### src/rtl/switch_allocator.sv
// Switch allocator for a 5-port YX-routed mesh router: per-input routing FSMs, per-output
// round-robin arbitration with wormhole ownership locks, and credit-based flow control.
module switch_allocator #(
  parameter int unsigned ADDR_W       = 4,
  parameter int unsigned PKT_LEN      = 4,
  parameter int unsigned CREDIT_DEPTH = 4,
  localparam int unsigned CW          = $clog2(CREDIT_DEPTH + 1)
) (
  input  logic                  clk,
  input  logic                  reset,
  input  logic [2*ADDR_W-1:0]   yx_pos_i,
  input  logic [4:0]            in_empty_i,
  input  logic [5*2*ADDR_W-1:0] in_dest_i,
  output logic [4:0]            in_read_o,
  output logic [14:0]           out_sel_o,
  output logic [4:0]            out_valid_o,
  input  logic [4:0]            out_credit_ret_i,
  output logic [5*CW-1:0]       credit_cnt_o,
  output logic                  err_o
);

  localparam int unsigned NP = 5;
  localparam int unsigned DW = 2 * ADDR_W;

  typedef enum logic [1:0] {StIdle, StRouted, StActive} in_state_e;

  // Per-input state
  in_state_e  state_q    [NP];
  in_state_e  state_d    [NP];
  logic [2:0] route_q    [NP];
  logic [2:0] route_d    [NP];
  logic [7:0] flit_cnt_q [NP];
  logic [7:0] flit_cnt_d [NP];

  // Per-output state
  logic [NP-1:0] owner_vld_q, owner_vld_d;
  logic [2:0]    owner_q      [NP];
  logic [2:0]    owner_d      [NP];
  logic [2:0]    last_grant_q [NP];
  logic [2:0]    last_grant_d [NP];
  logic [CW-1:0] credit_q     [NP];
  logic [CW-1:0] credit_d     [NP];
  logic          err_q, err_d;

  logic [NP-1:0] rd, last_rd, cred_nz, send, rel, gnt_vld, won;
  logic [NP-1:0] req     [NP];
  logic [2:0]    sel_rd  [NP];
  logic [2:0]    gnt_idx [NP];
  logic [2:0]    cand;

  function automatic logic [2:0] route_yx(input logic [DW-1:0] dest, input logic [DW-1:0] pos);
    logic [ADDR_W-1:0] dy, dx, py, px;
    logic [2:0]        res;
    {dy, dx} = dest;
    {py, px} = pos;
    if (dy < py)      res = 3'd0;
    else if (dy > py) res = 3'd1;
    else if (dx < px) res = 3'd2;
    else if (dx > px) res = 3'd3;
    else              res = 3'd4;
    return res;
  endfunction

  // (base + off) mod 5 for base in 0..4 and off in 1..5
  function automatic logic [2:0] rr_idx(input logic [2:0] base, input logic [2:0] off);
    logic [3:0] sum;
    sum = {1'b0, base} + {1'b0, off};
    if (sum >= 4'd5) sum = sum - 4'd5;
    return sum[2:0];
  endfunction

  always_comb begin
    cred_nz = '0;
    rd      = '0;
    last_rd = '0;
    for (int j = 0; j < NP; j++) cred_nz[j] = (credit_q[j] != '0);
    for (int i = 0; i < NP; i++) begin
      rd[i]      = (state_q[i] == StActive) && !in_empty_i[i] && cred_nz[route_q[i]];
      last_rd[i] = rd[i] && (flit_cnt_q[i] == 8'(PKT_LEN - 1));
    end
  end

  // Arbitration: an output may grant when free or when its owner reads its last flit now
  always_comb begin
    send    = '0;
    rel     = '0;
    gnt_vld = '0;
    won     = '0;
    cand    = '0;
    for (int j = 0; j < NP; j++) begin
      sel_rd[j]  = '0;
      gnt_idx[j] = '0;
      req[j]     = '0;
      for (int i = 0; i < NP; i++) begin
        if (rd[i] && (route_q[i] == 3'(j))) begin
          send[j]   = 1'b1;
          sel_rd[j] = 3'(i);
        end
        req[j][i] = (state_q[i] == StRouted) && (route_q[i] == 3'(j));
      end
      rel[j] = owner_vld_q[j] && last_rd[owner_q[j]];
      if (!owner_vld_q[j] || rel[j]) begin
        for (int k = 1; k <= NP; k++) begin
          cand = rr_idx(last_grant_q[j], 3'(k));
          if (!gnt_vld[j] && req[j][cand]) begin
            gnt_vld[j] = 1'b1;
            gnt_idx[j] = cand;
          end
        end
      end
    end
    for (int j = 0; j < NP; j++) begin
      if (gnt_vld[j]) won[gnt_idx[j]] = 1'b1;
    end
  end

  always_comb begin
    for (int i = 0; i < NP; i++) begin
      state_d[i]    = state_q[i];
      route_d[i]    = route_q[i];
      flit_cnt_d[i] = flit_cnt_q[i];
      case (state_q[i])
        StIdle: begin
          if (!in_empty_i[i]) begin
            route_d[i] = route_yx(in_dest_i[i*DW +: DW], yx_pos_i);
            state_d[i] = StRouted;
          end
        end
        StRouted: begin
          if (won[i]) begin
            state_d[i]    = StActive;
            flit_cnt_d[i] = '0;
          end
        end
        StActive: begin
          if (last_rd[i]) begin
            state_d[i]    = StIdle;
            flit_cnt_d[i] = '0;
          end else if (rd[i]) begin
            flit_cnt_d[i] = flit_cnt_q[i] + 8'd1;
          end
        end
        default: state_d[i] = StIdle;
      endcase
    end
  end

  always_comb begin
    owner_vld_d = owner_vld_q;
    err_d       = err_q;
    for (int j = 0; j < NP; j++) begin
      owner_d[j]      = owner_q[j];
      last_grant_d[j] = last_grant_q[j];
      credit_d[j]     = credit_q[j];
      if (rel[j]) owner_vld_d[j] = 1'b0;
      if (gnt_vld[j]) begin
        owner_vld_d[j]  = 1'b1;
        owner_d[j]      = gnt_idx[j];
        last_grant_d[j] = gnt_idx[j];
      end
      // A send can only happen with a nonzero count, so decrement never underflows
      if (send[j] && !out_credit_ret_i[j]) begin
        credit_d[j] = credit_q[j] - CW'(1);
      end else if (!send[j] && out_credit_ret_i[j]) begin
        if (credit_q[j] == CW'(CREDIT_DEPTH)) err_d = 1'b1;
        else                                  credit_d[j] = credit_q[j] + CW'(1);
      end
    end
  end

  always_comb begin
    in_read_o    = '0;
    out_valid_o  = '0;
    out_sel_o    = '0;
    credit_cnt_o = '0;
    for (int j = 0; j < NP; j++) credit_cnt_o[j*CW +: CW] = credit_q[j];
    if (!reset) begin
      in_read_o   = rd;
      out_valid_o = send;
      for (int j = 0; j < NP; j++) begin
        out_sel_o[j*3 +: 3] = send[j] ? sel_rd[j] : (owner_vld_q[j] ? owner_q[j] : 3'd0);
      end
    end
  end

  assign err_o = err_q;

  always_ff @(posedge clk) begin
    if (reset) begin
      owner_vld_q <= '0;
      err_q       <= 1'b0;
      for (int i = 0; i < NP; i++) begin
        state_q[i]      <= StIdle;
        route_q[i]      <= '0;
        flit_cnt_q[i]   <= '0;
        owner_q[i]      <= '0;
        last_grant_q[i] <= 3'd4;
        credit_q[i]     <= CW'(CREDIT_DEPTH);
      end
    end else begin
      state_q      <= state_d;
      route_q      <= route_d;
      flit_cnt_q   <= flit_cnt_d;
      owner_vld_q  <= owner_vld_d;
      owner_q      <= owner_d;
      last_grant_q <= last_grant_d;
      credit_q     <= credit_d;
      err_q        <= err_d;
    end
  end

endmodule
### config.mk
export PLATFORM = sky130hd
export DESIGN_NAME = switch_allocator
export DESIGN_NICKNAME = d
export VERILOG_FILES = /design/src/rtl/switch_allocator.sv
export SDC_FILE = /design/constraint.sdc
export NUM_CORES = 1
export LEC_CHECK = 0
export ABC_AREA = 1
export ABC_CLOCK_PERIOD_IN_PS = 7250
export CORE_UTILIZATION = 56
export DETAILED_ROUTE_END_ITERATION = 16
export PLACE_DENSITY = 0.88
export SETUP_SLACK_MARGIN = 0.4
export SYNTH_ARGS = -nofsm -noshare
export SYNTH_HDL_FRONTEND = slang
export SYNTH_SLANG_ARGS = --single-unit
### constraint.sdc
create_clock -name clk -period 7.25 [get_ports clk]
set_input_delay 0.725 -clock clk [delete_from_list [all_inputs] [get_ports clk]]
set_output_delay 0.725 -clock clk [all_outputs]
set_load 0.005 [all_outputs]
Word level (Yosys, flattened, before mapping)
Cells that the tools add are included.
Widths: inputs -> output; s select.
{ "word_totals": {"regBits": 116, "input_bits": 60, "output_inout_bits": 41, "elab_cells": 838} }
{ "classes": {"n_addsub": 65, "magnitude_cmp": 90, "eq_ne": 65, "n_mux": 373, "bitwise_logic": 9, "n_reduce_logical": 200} }
{ "ops": {"columns": ["cell", "n"], "rows": [
  ["$mux 3", 140],
  ["$lt 3x4->1 const B", 40],
  ["$mux 1", 145],
  ["$mux 8", 15],
  ["$bmux 1 s3", 35],
  ["$logic_and 1x1->1", 105],
  ["$ge 4x3->1 const B", 25],
  ["$pmux 8 s2", 5],
  ["$sub 3x3->3 const B", 25],
  ["$add 3x2->4 const B", 10],
  ["$add 3x3->4 const B", 10],
  ["$add 8x1->8 const B", 5],
  ["$eq 8x2->1 const B", 5],
  ["$gt 4x4->1", 10],
  ["$logic_not 1->1", 40],
  ["$lt 4x4->1", 10],
  ["$ne 2x2->1 const B", 20],
  ["$mux 5", 7],
  ["$eq 3x2->1 const B", 10],
  ["$eq 3x3->1 const B", 10],
  ["$mux 2", 15],
  ["$pmux 2 s3", 5],
  ["$reduce_and 3->1", 10],
  ["$reduce_bool 2->1", 15],
  ["17 further kinds", 85]
]} }

Depth between registers and ports, before layout
{ "depth": {"ltp_word": 45, "depth_mapped": 29, "mapped_depth_nobuf": 28} }

Least setup slack after synthesis
OpenSTA, ideal clock, no wires.
{ "synth_timing": {"kind": "reg2reg", "startpoint": "register owner_q[9] (netlist name)", "endpoint": "register flit_cnt_q[38] (netlist name)", "setup_ns": 0.113, "t_arrival_ns": 3.102, "required_ns": 7.137, "setup_slack_ns": 4.035, "path_stages_with_launch": 27, "n_path_buf": 2, "period_less_slack_ns": 3.215, "cell_sequence": "dfxtp_1 > buf_4 > inv_2 > ha_1 > inv_1 > fa_1 > nor2_1 > nor2_1 > nand2_1 > nand2_1 > nand2_1 > nand3_1 > nand2_1 > nand2_1 > nand2_2 > nand3_1 > nor2_2 > nand3_1 > nand3_1 > nand2_2 > nand2_1 > nor2_2 > nor2_4 > nand3_4 > buf_12 > a21oi_2 > nor2_1"} }
{ "synth_via": {"elab_chain_cells": 19, "elab_cells_between_ends": 21, "classes_between": "order compare (2); eq/ne (1); mux (10); bitwise (4); reduce/logical (4)"} }
{ "synth_rtl": {"columns": ["element", "line_no", "source"], "rows": [
  ["from (decl)", "37", "logic [2:0] owner_q [NP];"],
  ["from (signal assigned)", "205", "owner_q <= owner_d;"],
  ["$bmux 1 s3 *", "101", "rel[j] = owner_vld_q[j] && last_rd[owner_q[j]];"],
  ["$mux 1 (not written as such) *", "101", null],
  ["$logic_and 1x1->1 *", "101", null],
  ["$logic_or 1x1->1 *", "102", "if (!owner_vld_q[j] || rel[j]) begin"],
  ["$mux 3", "102", null],
  ["$lt 3x4->1 (not written as such) or $ge 3x1->1 (tied branches)", "113", "if (gnt_vld[j]) won[gnt_idx[j]] = 1'b1;"],
  ["$logic_and 1x1->1 (not written as such)", "113", null],
  ["$mux 1 (not written as such)", "113", null],
  ["[... 3 more ...]", null, null],
  ["$or 5x5->5 (no line)", null, null],
  ["$mux 5 *", "113", null],
  ["$or 5x5->5 (no line)", null, null],
  ["$mux 5 *", "113", null],
  ["$or 5x5->5 (no line)", null, null],
  ["$mux 5 *", "113", null],
  ["$ne 2x2->1 (no line) *", null, null],
  ["$reduce_and 3->1 (no line) *", null, null],
  ["to (signal assigned)", "203", "flit_cnt_q <= flit_cnt_d;"],
  ["to (decl)", "32", "logic [7:0] flit_cnt_q [NP];"]
]} }
Every way passes the cells marked *; elsewhere a longest branch is shown, timed or not. The select of a mux whose other input is x is not followed.
A chain may end at the register's enable or synchronous reset.

Worst setup path after layout
{ "layout_timing": {"startpoint": "register credit_q (netlist bit credit_cnt_o[0])", "endpoint": "output port out_sel_o[1]"} }
{ "layout_via": {"elab_chain_cells": 12, "elab_cells_between_ends": 31, "classes_between": "mux (20); reduce/logical (11)"} }
{ "layout_rtl": {"columns": ["element", "line_no", "source"], "rows": [
  ["from (decl)", "41", "logic [CW-1:0] credit_q [NP];"],
  ["from (signal, indexed assignment)", "198", "credit_q[i] <= CW'(CREDIT_DEPTH);"],
  ["from (signal assigned)", "207", "credit_q <= credit_d;"],
  ["$reduce_bool 3->1 *", "76", "for (int j = 0; j < NP; j++) cred_nz[j] = (credit_q[j] != '0);"],
  ["$bmux 1 s3", "78", "rd[i] = (state_q[i] == StActive) && !in_empty_i[i] && cred_nz[route_q[i]];"],
  ["$mux 1 (not written as such)", "78", null],
  ["$logic_and 1x1->1", "78", null],
  ["$logic_and 1x1->1", "95", "if (rd[i] && (route_q[i] == 3'(j))) begin"],
  ["$mux 1 (5 in a row)", "95", null],
  ["$mux 3 *", "181", "out_sel_o[j*3 +: 3] = send[j] ? sel_rd[j] : (owner_vld_q[j] ? owner_q[j] : 3'd0);"],
  ["$mux 15 *", "177", "if (!reset) begin"],
  ["to (decl)", "15", "output logic [14:0] out_sel_o,"]
]} }
Marks and branches as above.

==> key figures <==
Outcome
  – Status: completed

Critical path
  – Crit Path Max Fanout: 8
  – Worst-case reg-to-reg path depth: 21
  – R2R Path End: flit_cnt_q[0]$_SDFFE_PP0P_
  – Worst R2R Start: owner_q[10]$_SDFFE_PP0P_
  – Required @ worst endpoint: 6.52 ns
  – Worst Path Arrival: 3.96 ns
  – Worst setup SP type: flip-flop
  – R2R Setup Slk: 2.73 ns
  – Kind of critical path: reg -> out
  – Crit. End Element: output port

Placed design
  – HPWL Detailed: 31.7 mm
  – Final RePlAce weighted congestion: 1.01
  – Number of port buffers: 100
  – Pre-CTS setup slack: 2.84 ns

Timing
  – Sum Neg Setup Slack: 0 ns
  – Final Cycle Share: 64.6%
  – Fin crit period: 4.68 ns
  – F_max: 214 MHz
  – Worst-margin pin slew: 1.26 ns
  – Slew margin rel.: 15.2%
  – Final setup vio count: 0
  – Final Hold Vio Count: 0
  – Final Max Slew Viols: 0
  – Final WS setup: 2.57 ns
  – RSZ-0062 raised after global routing: no
  – Worst Clk Skew: 0.0155 ns

Logic synthesis
  – EDFF count, synth: 0
  – Yosys warns: 0
  – Synth top area share: 17.1%
  – Register bit total from synthesis: 106
  – Post-Synth XOR/XNOR Area: 1.86%
  – Post-Synth Simple-Gate Area: 46.9%
  – Mux share of post-synthesis cell area: 0%
  – Yosys cell types: 66
  – Top post-synthesis cells by area: nand2_1, dfxtp_1, nand3_1
  – Ys async rst share: 0%
  – Seq/Total Area, Yosys: 16.3%
  – Post-synthesis compound-gate area fraction: 12.9%
  – Top_reg_cell synth: dfxtp_1
  – Adder-cell share of the synthesized area: 11.5%
  – Cell area after synthesis: 13000 um^2
  – Syn nets: 2337
  – Syn_area_per_cell: 6.01 um^2
  – Largest family of logic cells by synthesized area: simple AND/OR/NAND/NOR gates
  – Synth area leader: nand2_1
  – Syn Inst Count: 2164

Detailed routing
  – Via count: 14849
  – DRT iter0 DRCs: 1506
  – Post-Route WL: 40.1 mm
  – Remaining DRCs: 0
  – Drt first pass iters: 8
  – Drt wl/cell: 15.8 um
  – Vias/cell: 5.86
  – Routed Antenna Nets: 0

Floorplanning
  – Die Wd: 154 um
  – Die Span Y: 154 um
  – Rows: 55
  – Initial Util: 57.3%
  – Die area: 23800 um^2
  – Core area: 22700 um^2
  – Boundary Pins: 101

Cells and area
  – Layout cells sized above 1: 9.92%
  – Commonest non-fill, non-tap cells in the layout: nand2_1, nand3_1, inv_1
  – Area Growth Syn to Fin: 11.3%
  – Final nets: 2416
  – Most common cell after layout, fill and taps aside: nand2_1
  – ANT cells: 0

Clock tree
  – H-Tree Depth: 3
  – Clock buffer count from CTS: 9
  – CTS Sinks: 106
  – Root buffer cell: clkbuf_16
  – Clock tree from TritonCTS: yes
  – Hold-fix buffers, CTS: 0
  – Clock insertion delay at the later pin of the skew report: 0.37 ns
  – Post-CTS Setup Inserts: 0
  – Post-CTS sizing: 0
  – Longest Clk Path Bufs: 2
  – Worst-path clk slew: 0.08 ns

Pwr
  – PwrDens: 427 nW/um^2
  – Maximum vdd ir drop: 0.201 mV
  – Leakage: 6.74 nW

Worst hold path
  – Worst Hold End: flit_cnt_q[3]$_SDFFE_PP0P_
  – Worst Hold Launch: flit_cnt_q[3]$_SDFFE_PP0P_
  – Hold depth: 2
  – Hold/Removal Path Class: reg -> reg

Global routing
  – Gr usage total: 33.5%
  – Vias in the first global route: 13360
  – Global-route wire length before repair: 65.0 mm
  – GRT overflow: 0
  – Largest net degree at the start of global routing: 77
  – Initial antenna violation count: 0

Job
  – Max_cap viols: 0
[report_power, final]
| group | switching (W) | internal (W) |
|---|---|---|
| Clock | 0.000274 | 0.000251 |
| Combinational | 0.00319 | 0.00150 |
| Sequential | 0.000224 | 0.000739 |
[worst max-delay path by stage]
stage,startpoint,end,cells after the start
3_3_place_gp,in_empty_i[1],out_sel_o[13],8
4_1_cts,credit_cnt_o[0]$_SDFFE_PP0P_,out_sel_o[13],12
3_5_place_dp,owner_q[10]$_SDFFE_PP0P_,flit_cnt_q[6]$_SDFFE_PP0P_,21
5_1_grt,credit_cnt_o[0]$_SDFFE_PP0P_,out_sel_o[1],14
6_report,credit_cnt_o[0]$_SDFFE_PP0P_,out_sel_o[1],14
2_1_floorplan,owner_q[9]$_SDFFE_PP0P_,flit_cnt_q[38]$_SDFFE_PP0P_,26
[through the flow]
step | hold WS, ns | power, W | std cells | utilization [%] | instance area (um^2)
floorplan | 0.447 | 0.00456 | 2164 | - | 13000
global placement | 0.463 | 0.00541 | 2517 | 62.4 | 14200
detailed placement | 0.476 | 0.00554 | 2517 | 62.4 | 14200
CTS | 0.489 | 0.00608 | 2533 | 63.7 | 14500
global route | 0.525 | 0.00678 | 2533 | 63.7 | 14500
finish | 0.486 | 0.00618 | 2533 | 63.7 | 14500
[cell type report]
class                           instances  area (um^2)
Multi-Input combinational cell       1718         9510
Fill cell                            2135         8240
Sequential cell                       106         2120
Inverter                              305         1150
Timing Repair Buffer                  103         1020
Tap cell                              285          357
Clock buffer                            9          225
Clock inverter                          7         86.3
[kinds of logic (layout without fill, tap and decap cells)]
logic type	Yosys count	in the layout
AOI/OAI and AO/OA	280	280
xor gates and xnor gates	25	25
adders and majority gates	113	113
buffers and inverters	340	424
DFF	106	106
and+or+nand+nor	1300	1300
[cell usage after synthesis (all sizes together), types with 5 or more instances]
master / number
fa: 10
xnor2: 6
o21bai: 5
nor4: 13
nand3b: 14
nand4: 76
dfxtp: 106
o21ai: 86
nor2: 233
or2: 16
a21oi: 134
ha: 103
nor3: 26
nand2: 631
o211ai: 15
buf: 23
inv: 301
nand3: 287
xor2: 19
clkbuf: 12
a31oi: 10
[registers in the layout (all words and copies together), names as in the netlist]
| name | cells |
|---|---|
| credit_cnt_o | 15 |
| last_grant_q | 5 |
| owner_vld_q | 5 |
| route_q | 15 |
| state_q | 10 |
| err_o | 1 |
| owner_q | 15 |
| flit_cnt_q | 40 |
[metal layers]
layer	track usage [%]	vias up	share of wire, %
li1	-	7296	-
met1	41.5	6740	41
met2	57.7	705	47
met3	5.18	108	8.1
met4	14.0	0	3.9
met5	0	-	0
[worst max-delay path, stage by stage (launching register included)]
cell and delay (ns):
dfxtp_1 0.35, nor2_1 0.45, nand3_1 0.14, nand2_1 0.09, nor2_1 0.04, nand2_1 0.06
nand2_1 0.10, nand2_1 0.30, nor2_1 0.07, inv_1 0.07, nand2_1 0.07, nor3_1 0.80
nand3_1 0.16, a21oi_1 0.31, clkdlybuf4s50_1 0.57
Note: power is estimated with default switching activity, not from simulation.
